==> src/rtl/arm7tdmi_operand2_stage_if.sv <==
// arm7tdmi_operand2_stage_if: decode-side, register-file and ALU-side signals of the operand-2 stage
interface arm7tdmi_operand2_stage_if;
   logic        flush;
   logic        in_valid;
   logic        in_ready;
   logic        imm_en;
   logic [11:0] immediate;
   logic [1:0]  shift_type;
   logic [4:0]  shift_amount;
   logic        shift_reg;
   logic [3:0]  shift_rs;
   logic [31:0] rm_data;
   logic        carry_in;
   logic        rs_rd_en;
   logic [3:0]  rs_addr;
   logic [31:0] rs_data;
   logic        out_valid;
   logic        out_ready;
   logic [31:0] op2_data;
   logic        op2_carry;
   modport master (
      output flush, in_valid, imm_en, immediate, shift_type, shift_amount, shift_reg, shift_rs,
             rm_data, carry_in, rs_data, out_ready,
      input  in_ready, rs_rd_en, rs_addr, out_valid, op2_data, op2_carry
   );
   modport slave (
      input  flush, in_valid, imm_en, immediate, shift_type, shift_amount, shift_reg, shift_rs,
             rm_data, carry_in, rs_data, out_ready,
      output in_ready, rs_rd_en, rs_addr, out_valid, op2_data, op2_carry
   );
endinterface

==> src/rtl/arm7tdmi_operand2_stage.sv <==
// arm7tdmi_operand2_stage: barrel shifter / rotated-immediate expander producing ALU operand 2 and carry-out
module arm7tdmi_operand2_stage #(
   parameter int RS_READ_LATENCY = 1
) (
   input logic clk,
   input logic rst,
   arm7tdmi_operand2_stage_if.slave bus
);
   localparam logic [1:0] LSL = 2'd0;
   localparam logic [1:0] LSR = 2'd1;
   localparam logic [1:0] ASR = 2'd2;
   typedef enum logic {IDLE, RS_WAIT} state_t;
   state_t      state, state_n;
   logic [1:0]  cnt, cnt_n;
   logic        out_valid, out_valid_n;
   logic [31:0] op2_data, op2_data_n;
   logic        op2_carry, op2_carry_n;
   logic [1:0]  type_q, type_n;
   logic [31:0] rm_q, rm_n;
   logic        ci_q, ci_n;
   logic        accept;
   logic        reg_op;
   logic [32:0] imm_res;
   logic [32:0] reg_res;
   logic        unused_rs;
   // Immediate-encoded shift; returns {carry, result}; amount 0 encodes LSL#0, LSR#32, ASR#32, RRX
   function automatic logic [32:0] sh_imm(input logic [31:0] d, input logic [1:0] t, input logic [4:0] a,
                                          input logic ci);
      logic [32:0] l, r, as;
      logic [31:0] ro;
      l  = {1'b0, d} << a;
      r  = {d, 1'b0} >> a;
      as = 33'($signed({d, 1'b0}) >>> a);
      ro = (d >> a) | (d << (6'd32 - {1'b0, a}));
      return (a == 5'd0) ?
         ((t == LSL) ? {ci, d} : (t == LSR) ? {d[31], 32'd0} : (t == ASR) ? {33{d[31]}} : {d[0], ci, d[31:1]}) :
         ((t == LSL) ? l : (t == LSR) ? {r[0], r[32:1]} : (t == ASR) ? {as[0], as[32:1]} : {ro[31], ro});
   endfunction
   // Register-specified shift by the full low byte of Rs, including the >=32 cases
   function automatic logic [32:0] sh_reg(input logic [31:0] d, input logic [1:0] t, input logic [7:0] n,
                                          input logic ci);
      logic big;
      big = n[7:5] != 3'd0;
      return (n == 8'd0) ? {ci, d} :
             (t == 2'd3) ? ((n[4:0] == 5'd0) ? {d[31], d} : sh_imm(d, t, n[4:0], ci)) :
             !big ? sh_imm(d, t, n[4:0], ci) :
             (t == ASR) ? {33{d[31]}} :
             (n != 8'd32) ? 33'd0 :
             (t == LSL) ? {d[0], 32'd0} : {d[31], 32'd0};
   endfunction
   // 8-bit immediate rotated right by twice the 4-bit rotate field
   function automatic logic [32:0] rot_imm(input logic [11:0] im, input logic ci);
      logic [4:0]  rot;
      logic [31:0] r;
      rot = {im[11:8], 1'b0};
      r   = ({24'd0, im[7:0]} >> rot) | ({24'd0, im[7:0]} << (6'd32 - {1'b0, rot}));
      return {(rot == 5'd0) ? ci : r[31], r};
   endfunction
   assign bus.in_ready  = (state == IDLE) && (!out_valid || bus.out_ready) && !bus.flush;
   assign accept        = bus.in_valid && bus.in_ready;
   assign reg_op        = bus.shift_reg && !bus.imm_en;
   assign bus.rs_rd_en  = accept && reg_op;
   assign bus.rs_addr   = bus.rs_rd_en ? bus.shift_rs : 4'd0;
   assign bus.out_valid = out_valid;
   assign bus.op2_data  = op2_data;
   assign bus.op2_carry = op2_carry;
   assign imm_res       = bus.imm_en ? rot_imm(bus.immediate, bus.carry_in)
                                     : sh_imm(bus.rm_data, bus.shift_type, bus.shift_amount, bus.carry_in);
   assign reg_res       = sh_reg(rm_q, type_q, bus.rs_data[7:0], ci_q);
   assign unused_rs     = ^bus.rs_data[31:8];
   // Next-state: accept, Rs wait countdown, result capture, drain and flush
   always_comb begin
      state_n     = state;
      cnt_n       = cnt;
      out_valid_n = out_valid && !bus.out_ready;
      op2_data_n  = op2_data;
      op2_carry_n = op2_carry;
      type_n      = type_q;
      rm_n        = rm_q;
      ci_n        = ci_q;
      if (bus.flush) begin
         state_n     = IDLE;
         cnt_n       = 2'd0;
         out_valid_n = 1'b0;
      end else if (accept && reg_op) begin
         state_n = RS_WAIT;
         cnt_n   = 2'(RS_READ_LATENCY - 1);
         type_n  = bus.shift_type;
         rm_n    = bus.rm_data;
         ci_n    = bus.carry_in;
      end else if (accept) begin
         out_valid_n              = 1'b1;
         {op2_carry_n, op2_data_n} = imm_res;
      end else if (state == RS_WAIT && cnt == 2'd0) begin
         state_n                  = IDLE;
         out_valid_n              = 1'b1;
         {op2_carry_n, op2_data_n} = reg_res;
      end else if (state == RS_WAIT) begin
         cnt_n = cnt - 2'd1;
      end
   end
   // State and datapath registers
   always_ff @(posedge clk) begin
      if (rst) begin
         state     <= IDLE;
         cnt       <= 2'd0;
         out_valid <= 1'b0;
         op2_data  <= 32'd0;
         op2_carry <= 1'b0;
         type_q    <= 2'd0;
         rm_q      <= 32'd0;
         ci_q      <= 1'b0;
      end else begin
         state     <= state_n;
         cnt       <= cnt_n;
         out_valid <= out_valid_n;
         op2_data  <= op2_data_n;
         op2_carry <= op2_carry_n;
         type_q    <= type_n;
         rm_q      <= rm_n;
         ci_q      <= ci_n;
      end
   end
endmodule
==> src/flat_wrapper.sv <==
// flat-port wrapper written by rule: the top's interface ports become plain ports
module arm7tdmi_operand2_stage_flat 
#(
   parameter int RS_READ_LATENCY = 1
)
  (clk, rst, bus_flush, bus_in_valid, bus_imm_en, bus_immediate, bus_shift_type, bus_shift_amount, bus_shift_reg, bus_shift_rs, bus_rm_data, bus_carry_in, bus_rs_data, bus_out_ready, bus_in_ready, bus_rs_rd_en, bus_rs_addr, bus_out_valid, bus_op2_data, bus_op2_carry);
  arm7tdmi_operand2_stage_if bus_i ();
  input logic clk;
  input logic rst;
  input wire logic [$bits(bus_i.flush)-1:0] bus_flush;
  input wire logic [$bits(bus_i.in_valid)-1:0] bus_in_valid;
  input wire logic [$bits(bus_i.imm_en)-1:0] bus_imm_en;
  input wire logic [$bits(bus_i.immediate)-1:0] bus_immediate;
  input wire logic [$bits(bus_i.shift_type)-1:0] bus_shift_type;
  input wire logic [$bits(bus_i.shift_amount)-1:0] bus_shift_amount;
  input wire logic [$bits(bus_i.shift_reg)-1:0] bus_shift_reg;
  input wire logic [$bits(bus_i.shift_rs)-1:0] bus_shift_rs;
  input wire logic [$bits(bus_i.rm_data)-1:0] bus_rm_data;
  input wire logic [$bits(bus_i.carry_in)-1:0] bus_carry_in;
  input wire logic [$bits(bus_i.rs_data)-1:0] bus_rs_data;
  input wire logic [$bits(bus_i.out_ready)-1:0] bus_out_ready;
  output wire logic [$bits(bus_i.in_ready)-1:0] bus_in_ready;
  output wire logic [$bits(bus_i.rs_rd_en)-1:0] bus_rs_rd_en;
  output wire logic [$bits(bus_i.rs_addr)-1:0] bus_rs_addr;
  output wire logic [$bits(bus_i.out_valid)-1:0] bus_out_valid;
  output wire logic [$bits(bus_i.op2_data)-1:0] bus_op2_data;
  output wire logic [$bits(bus_i.op2_carry)-1:0] bus_op2_carry;
  assign bus_i.flush = bus_flush;
  assign bus_i.in_valid = bus_in_valid;
  assign bus_i.imm_en = bus_imm_en;
  assign bus_i.immediate = bus_immediate;
  assign bus_i.shift_type = bus_shift_type;
  assign bus_i.shift_amount = bus_shift_amount;
  assign bus_i.shift_reg = bus_shift_reg;
  assign bus_i.shift_rs = bus_shift_rs;
  assign bus_i.rm_data = bus_rm_data;
  assign bus_i.carry_in = bus_carry_in;
  assign bus_i.rs_data = bus_rs_data;
  assign bus_i.out_ready = bus_out_ready;
  assign bus_in_ready = bus_i.in_ready;
  assign bus_rs_rd_en = bus_i.rs_rd_en;
  assign bus_rs_addr = bus_i.rs_addr;
  assign bus_out_valid = bus_i.out_valid;
  assign bus_op2_data = bus_i.op2_data;
  assign bus_op2_carry = bus_i.op2_carry;
  arm7tdmi_operand2_stage #(.RS_READ_LATENCY(RS_READ_LATENCY)) u_core (.clk(clk), .rst(rst), .bus(bus_i));
endmodule
==> config.mk <==
export PLATFORM = sky130hd
export DESIGN_NAME = arm7tdmi_operand2_stage_flat
export DESIGN_NICKNAME = d
export VERILOG_FILES = /design/src/rtl/arm7tdmi_operand2_stage_if.sv /design/src/rtl/arm7tdmi_operand2_stage.sv /design/src/flat_wrapper.sv
export SDC_FILE = /design/constraint.sdc
export NUM_CORES = 1
export LEC_CHECK = 0
export ABC_AREA = 1
export BUFFER_PORTS_ARGS = -buffer_cell sky130_fd_sc_hd__buf_2
export CORE_ASPECT_RATIO = 1.5
export CORE_UTILIZATION = 40
export DETAILED_ROUTE_END_ITERATION = 6
export GPL_TIMING_DRIVEN = 0
export PLACE_DENSITY = 0.66
export SYNTH_ARGS = -nofsm -noshare
export SYNTH_HDL_FRONTEND = slang
export SYNTH_SLANG_ARGS = --single-unit
==> constraint.sdc <==
create_clock -name clk -period 4.1 [get_ports clk]
set_input_delay 0.615 -clock clk [delete_from_list [all_inputs] [get_ports clk]]
set_output_delay 0.615 -clock clk [all_outputs]
set_load 0.1 [all_outputs]
==> impl_metrics.sql, run 1 <==
INSERT INTO impl_metrics (metric_group, metric, value, unit) VALUES
('logic_synthesis', 'synth-edff-count', '0', ''),
('floorplanning', 'chipWidth', '168', 'microns'),
('logic_synthesis', 'ys_warn_count', '0', ''),
('place', 'portBuffers', '106', ''),
('logic_synthesis', 'netlist.top_cell.by_area', 'sky130_fd_sc_hd__nand2_1', ''),
('logic_synthesis', 'synth_seq_area_share', '8.72', '%'),
('logic_synthesis', 'largest_family_of_logic_cells_by_synthesized_area', 'simple AND/OR/NAND/NOR gates', ''),
('clock_network', 'cts_root_buffer', 'sky130_fd_sc_hd__clkbuf_16', ''),
('logic_synthesis', 'synthSimpleGateAreaFrac', '51.5', '%'),
('logic_synthesis', 'netlist_instances', '3402', ''),
('place', 'gp_congestion', '1.23', ''),
('clock_network', 'clock_path_buffers', '2', ''),
('logic_synthesis', 'syn-cell-area', '0.0165', 'sq mm'),
('place', 'dp_slack', '-1.38', 'ns'),
('logic_synthesis', 'postSynth.asyncResetShare', '0', '%'),
('floorplanning', 'die_height', '251', 'microns'),
('logic_synthesis', 'post_synth_num_cell_types', '57', ''),
('logic_synthesis', 'synthFlopType', 'sky130_fd_sc_hd__dfxtp_1', ''),
('logic_synthesis', 'fraction_of_synthesized_area_in_multiplexers', '0.485', '%'),
('clock_network', 'cts.sinks', '72', ''),
('floorplanning', 'pin_count', '135', ''),
('clock_network', 'cts_inserted_buffers', '9', ''),
('run_status', 'lastStage', 'global routing (5_1_grt)', ''),
('floorplanning', 'start_util', '40.9', '%'),
('logic_synthesis', 'avgSynthCellArea', '4.86', 'sq um'),
('logic_synthesis', 'post-synth-top-area-fraction', '29.0', '%'),
('place', 'dp.final_hpwl', '107000', 'microns'),
('place', 'placed_cells_incl_taps', '4014', ''),
('logic_synthesis', 'post_synth_xor_area_fraction', '0.151', '%'),
('global_route', 'groute.usage.overall', '78.8', '%'),
('logic_synthesis', 'yosys-top-cells-area', 'sky130_fd_sc_hd__nand2_1 29%, sky130_fd_sc_hd__nand3_1 12%, sky130_fd_sc_hd__dfxtp_1 8.7%', ''),
('global_route', 'grt_first_pass_wirelength', '254000', 'microns'),
('logic_synthesis', 'synth_fa_ha_area_share', '0.454', '%'),
('logic_synthesis', 'syn-num-nets', '3503', ''),
('logic_synthesis', 'synth-compound-area-share', '27.1', '%'),
('global_route', 'grt_start_max_net_pins', '20', ''),
('global_route', 'grt_overflow_total', '1305', ''),
('logic_synthesis', 'ys_ff_latch', '72', ''),
('floorplanning', 'rows', '90', ''),
('clock_network', 'cts_htree_levels', '3', ''),
('run_status', 'status', 'did not finish', ''),
('run_status', 'flow.first_error', '[ERROR GRT-0116] Global routing finished with congestion. Check the congestion regions in the DRC Viewer.', ''),
('global_route', 'grt_pass1_vias', '30900', '');
[metal layers]
metal	GRT overflow	global-route usage [%]
met5	2	12.1
met4	415	88.1
met3	4	56.7
met2	881	102
met1	3	75.8
[cell usage after synthesis, types with 6 or more instances]
| cell type | n |
|---|---|
| sky130_fd_sc_hd__clkbuf_1 | 111 |
| sky130_fd_sc_hd__or2_1 | 15 |
| sky130_fd_sc_hd__nand2_1 | 1278 |
| sky130_fd_sc_hd__buf_6 | 8 |
| sky130_fd_sc_hd__a31oi_1 | 39 |
| sky130_fd_sc_hd__nand4_1 | 20 |
| sky130_fd_sc_hd__o21ai_1 | 123 |
| sky130_fd_sc_hd__o21ai_0 | 267 |
| sky130_fd_sc_hd__o21a_1 | 17 |
| sky130_fd_sc_hd__o211ai_1 | 55 |
| sky130_fd_sc_hd__clkinv_1 | 8 |
| sky130_fd_sc_hd__ha_1 | 6 |
| sky130_fd_sc_hd__nand3_1 | 391 |
| sky130_fd_sc_hd__mux2i_1 | 8 |
| sky130_fd_sc_hd__inv_1 | 191 |
| sky130_fd_sc_hd__nor2_1 | 283 |
| sky130_fd_sc_hd__dfxtp_1 | 72 |
| sky130_fd_sc_hd__nor3_1 | 32 |
| sky130_fd_sc_hd__a221oi_1 | 20 |
| sky130_fd_sc_hd__o22ai_1 | 9 |
| sky130_fd_sc_hd__o31ai_1 | 7 |
| sky130_fd_sc_hd__nand2_2 | 7 |
| sky130_fd_sc_hd__a211oi_1 | 28 |
| sky130_fd_sc_hd__buf_2 | 55 |
| sky130_fd_sc_hd__a21oi_1 | 193 |
| sky130_fd_sc_hd__buf_4 | 14 |
| sky130_fd_sc_hd__inv_2 | 33 |
| sky130_fd_sc_hd__buf_1 | 39 |
| sky130_fd_sc_hd__and2_1 | 13 |
[cell families after synthesis]
group,count (synthesis)
buffers and inverters,462
AO/OA/AOI/OAI,790
XOR/XNOR,2
AND/OR/NAND/NOR,2062
flip-flops,72
multiplexers,8
adder cells (fa/ha/maj),6
[through the flow]
| stage | hold slack, ns | area [sq um] | util (%) |
|---|---|---|---|
| floorplan | 0.437 | 16500 | - |
| global placement | 0.447 | 17700 | 43.8 |
| detailed placement | 0.494 | 17700 | 43.8 |
| CTS | 0.504 | 18000 | 44.6 |
[what timing repair did]
action,CTS
setup endpoints to repair,33
gates resized for setup,5
pin swaps,0
buffers inserted,0
hold buffers,0
==> run 2, diff against run 1 <==
--- a/config.mk
+++ b/config.mk
@@ -7,11 +7,10 @@
 export LEC_CHECK = 0
 export ABC_AREA = 1
 export BUFFER_PORTS_ARGS = -buffer_cell sky130_fd_sc_hd__buf_2
-export CORE_ASPECT_RATIO = 1.5
-export CORE_UTILIZATION = 40
+export CORE_UTILIZATION = 25
 export DETAILED_ROUTE_END_ITERATION = 6
 export GPL_TIMING_DRIVEN = 0
-export PLACE_DENSITY = 0.66
+export PLACE_DENSITY_LB_ADDON = 0.15
 export SYNTH_ARGS = -nofsm -noshare
 export SYNTH_HDL_FRONTEND = slang
 export SYNTH_SLANG_ARGS = --single-unit
==> run 2 against run 1 <==
The flow now finishes, with violations (design-rule violations); synthesized area unchanged; synthesized cell count unchanged.
==> impl_metrics.sql, run 2 <==
INSERT INTO impl_metrics (metric_group, metric, value, unit) VALUES
('run_status', 'status', 'complete, but fails checks', ''),
('run_status', 'failed_checks', 'design-rule violations', ''),
('place', 'dp_slack', '-0.943', 'ns'),
('drt', 'post_drt_wl_per_cell', '27.7', 'microns'),
('timing', 'timing_max_transition_violations_final', '0', ''),
('timing', 'worst_pin_slew', '0.903', 'ns'),
('floorplanning', 'die-area', '0.0671', 'sq mm'),
('drt', 'firstDrtPassIters', '7', ''),
('logic_synthesis', 'synth-edff-count', '0', ''),
('layout', 'registers_with_the_most_flip_flops', 'u_core.bus.op2_data (32), u_core.rm_q (32)', ''),
('place', 'portBuffers', '106', ''),
('clock_network', 'clock_path_buffers', '2', ''),
('floorplanning', 'rows', '93', ''),
('layout', 'number_of_non_filler_instances_in_the_completed_layout', '4377', ''),
('timing', 'rsz0062_at_grt', 'no', ''),
('layout', 'multi_input_comb_area', '0.0132', 'sq mm'),
('global_route', 'grt_pass1_vias', '23900', ''),
('logic_synthesis', 'ys_ff_latch', '72', ''),
('logic_synthesis', 'postSynth.asyncResetShare', '0', '%'),
('timing', 'final_hold_viol_count', '0', ''),
('clock_network', 'path_clk_slew', '0.06', 'ns'),
('drt', 'route.final.wire_length', '121000', 'microns'),
('flow_run', 'drv.max_cap_violation_count', '0', ''),
('drt', 'routed-via-count', '25700', ''),
('floorplanning', 'pin_count', '135', ''),
('global_route', 'grt_overflow_total', '0', ''),
('logic_synthesis', 'yosys-top-cells-area', 'sky130_fd_sc_hd__nand2_1 29%, sky130_fd_sc_hd__nand3_1 12%, sky130_fd_sc_hd__dfxtp_1 8.7%', ''),
('setup_path', 'cp-start-kind', 'input port', ''),
('timing', 'timing.final.setup_violations', '0', ''),
('logic_synthesis', 'synthFlopType', 'sky130_fd_sc_hd__dfxtp_1', ''),
('setup_path', 'required', '4.37', 'ns'),
('clock_network', 'cts_root_buffer', 'sky130_fd_sc_hd__clkbuf_16', ''),
('logic_synthesis', 'post_synth_num_cell_types', '57', ''),
('floorplanning', 'die_height', '259', 'microns'),
('place', 'placed_cells_incl_taps', '4363', ''),
('power_and_ir_drop', 'worst_ir_drop_vdd', '0.197', 'mV'),
('layout', 'final_cell_mix', '1277 x sky130_fd_sc_hd__nand2_1, 391 x sky130_fd_sc_hd__nand3_1, 272 x sky130_fd_sc_hd__nor2_1', ''),
('global_route', 'grt_start_max_net_pins', '20', ''),
('drt', 'detail_route.vias_per_cell', '5.87', ''),
('logic_synthesis', 'avgSynthCellArea', '4.86', 'sq um'),
('timing', 'fin_hold_ws', '0.464', 'ns'),
('logic_synthesis', 'netlist.top_cell.by_area', 'sky130_fd_sc_hd__nand2_1', ''),
('floorplanning', 'start_util', '25.4', '%'),
('layout', 'layout-drive-gt1-share', '8.04', '%'),
('setup_path', 'cp-end-kind', 'register', ''),
('logic_synthesis', 'post-synth-top-area-fraction', '29.0', '%'),
('power_and_ir_drop', 'leakage', '0.00872', 'uW'),
('layout', 'layout.nets', '3616', ''),
('drt', 'post-route-drc-count', '12', ''),
('logic_synthesis', 'netlist_instances', '3402', ''),
('setup_path', 'worstRegToRegCells', '14', ''),
('floorplanning', 'placeable_core_region', '0.0649', 'sq mm'),
('clock_network', 'cts.sinks', '72', ''),
('layout', 'final_common_cell', 'sky130_fd_sc_hd__nand2_1', ''),
('logic_synthesis', 'synth_seq_area_share', '8.72', '%'),
('timing', 'layout_worst_path_cycle_share', '97.8', '%'),
('clock_network', 'tritoncts', 'built', ''),
('place', 'gp_congestion', '1.13', ''),
('global_route', 'grt_first_pass_wirelength', '172000', 'microns'),
('logic_synthesis', 'synth.cells.most_frequent', '1278 x sky130_fd_sc_hd__nand2_1, 391 x sky130_fd_sc_hd__nand3_1, 283 x sky130_fd_sc_hd__nor2_1, 267 x sky130_fd_sc_hd__o21ai_0, 193 x sky130_fd_sc_hd__a21oi_1', ''),
('setup_path', 'critical_path_arrival', '4.28', 'ns'),
('setup_path', 'setup.worst_path.class', 'input port to register', ''),
('logic_synthesis', 'ys_warn_count', '0', ''),
('clock_network', 'clock_latency', '0.35', 'ns'),
('logic_synthesis', 'synth.most_common_cell', 'sky130_fd_sc_hd__nand2_1', ''),
('global_route', 'groute.usage.overall', '35.2', '%'),
('clock_network', 'post_cts_buffers', '0', ''),
('layout', 'layout.filler_cells', '8008', ''),
('drt', 'detail_route.iter0.violations', '3786', ''),
('setup_path', 'worst-path-max-fanout', '10', ''),
('place', 'dp.final_hpwl', '99300', 'microns'),
('clock_network', 'cts_inserted_buffers', '9', ''),
('timing', 'highest_clock_rate', '249', 'MHz'),
('drt', 'antenna_violating_nets_post_route', '0', ''),
('timing', 'fin_worst_skew', '0.00955', 'ns'),
('layout', 'final-seq-area', '0.00144', 'sq mm'),
('min_path', 'hold_class', 'register to register', ''),
('floorplanning', 'chipWidth', '259', 'microns'),
('logic_synthesis', 'syn-cell-area', '0.0165', 'sq mm'),
('global_route', 'antenna_violations_before_repair', '4', ''),
('layout', 'area_growth', '11.9', '%'),
('power_and_ir_drop', 'pwr_density_cell', '221', 'mW/mm^2'),
('clock_network', 'cts_htree_levels', '3', ''),
('timing', 'layout_min_cycle_time', '4.01', 'ns'),
('timing', 'timing.slew.headroom', '39.8', '%'),
('min_path', 'timing.hold.worst_path_depth', '2', ''),
('logic_synthesis', 'syn-num-nets', '3503', ''),
('timing', 'postLayoutSetupSlackWorst', '0.0904', 'ns'),
('layout', 'postLayoutCoreUtil', '28.5', '%'),
('power_and_ir_drop', 'p_total', '4090', 'uW');
run 2: cell counts after synthesis:
No cell type changed its count.
run 2: timing repair:
item,CTS,global route
resized for setup,8,21
hold buffers,0,0
setup endpoints to repair,33,32
run 2: final timing paths:
kind,start,to,slack (ns)
worst max-delay path,bus_rs_data[0],u_core.bus.op2_data[30],0.09
worst min-delay path,u_core.cnt[0],u_core.cnt[0],0.46
worst max register to register,u_core.type_q[1],u_core.bus.op2_data[12],0.44
worst min register to register,u_core.cnt[0],u_core.cnt[0],0.46
run 2: per-layer routing:
metal	up-vias	share of wire [%]	wire length, microns	GRT usage [%]
li1	11600	-	-	-
met1	12000	38	45900	43.1
met2	1730	43	52500	55.3
met3	417	10	12200	6.55
met4	4	8.7	10500	25.4
met5	-	0.016	20	0
run 2: logic make-up (layout without fill, tap and decap cells):
logic type      after synthesis  after routing  synth area share, %
xor+xnor                      2              2                0.151
simple gates               2062           2062                 51.5
other cells                   0              2                    0
mux                           8              8                0.485
buf+inv                     462            580                 11.6
compound gates              790            790                 27.1
flops                        72             72                 8.72
fa+ha+maj                     6              6                0.454
run 2: power breakdown:
| group | switching [uW] | internal [uW] | total, uW |
|---|---|---|---|
| Clock | 345 | 478 | 823 |
| Combinational | 1910 | 571 | 2480 |
| Sequential | 55.4 | 731 | 786 |
run 2: final cells by class:
class | instances | share of cell area (%)
multi-input combinational | 2868 | 71.5
inverter | 235 | 4.85
antenna | 2 | 0.0271
timing repair buffer | 106 | 2.87
clock buffer | 9 | 1.22
sequential | 72 | 7.79
buffer | 223 | 5.55
tap | 855 | 5.78
clock inverter | 7 | 0.440
run 2: through the flow:
step / setup TNS [ns] / area (sq um)
finish: 0 / 18500
global placement: -25.30 / 18100
CTS: 0 / 18500
floorplan: 0 / 16500
global route: 0 / 18500
detailed placement: -21.59 / 18100
run 2: critical path, stage by stage:
cell	delay, ns
sky130_fd_sc_hd__buf_4	0.17
sky130_fd_sc_hd__inv_4	0.11
sky130_fd_sc_hd__buf_6	0.16
sky130_fd_sc_hd__buf_4	0.22
sky130_fd_sc_hd__ha_1	0.19
sky130_fd_sc_hd__nand2_1	0.16
sky130_fd_sc_hd__nor2_4	0.20
sky130_fd_sc_hd__ha_2	0.38
sky130_fd_sc_hd__clkinv_2	0.17
sky130_fd_sc_hd__nand2_1	0.10
sky130_fd_sc_hd__inv_2	0.16
sky130_fd_sc_hd__nand2_1	0.19
sky130_fd_sc_hd__nor2_2	0.19
sky130_fd_sc_hd__nand2_1	0.08
sky130_fd_sc_hd__nor2_2	0.18
sky130_fd_sc_hd__nor2_1	0.06
sky130_fd_sc_hd__nand2_1	0.11
sky130_fd_sc_hd__nand2_1	0.09
sky130_fd_sc_hd__nand2_1	0.09
sky130_fd_sc_hd__nand2_1	0.05
sky130_fd_sc_hd__nand2_1	0.09
sky130_fd_sc_hd__nand2_1	0.11
sky130_fd_sc_hd__nand2_1	0.15
sky130_fd_sc_hd__nand2_1	0.10
sky130_fd_sc_hd__a21oi_1	0.14
Note: power is estimated with default switching activity, not from simulation.
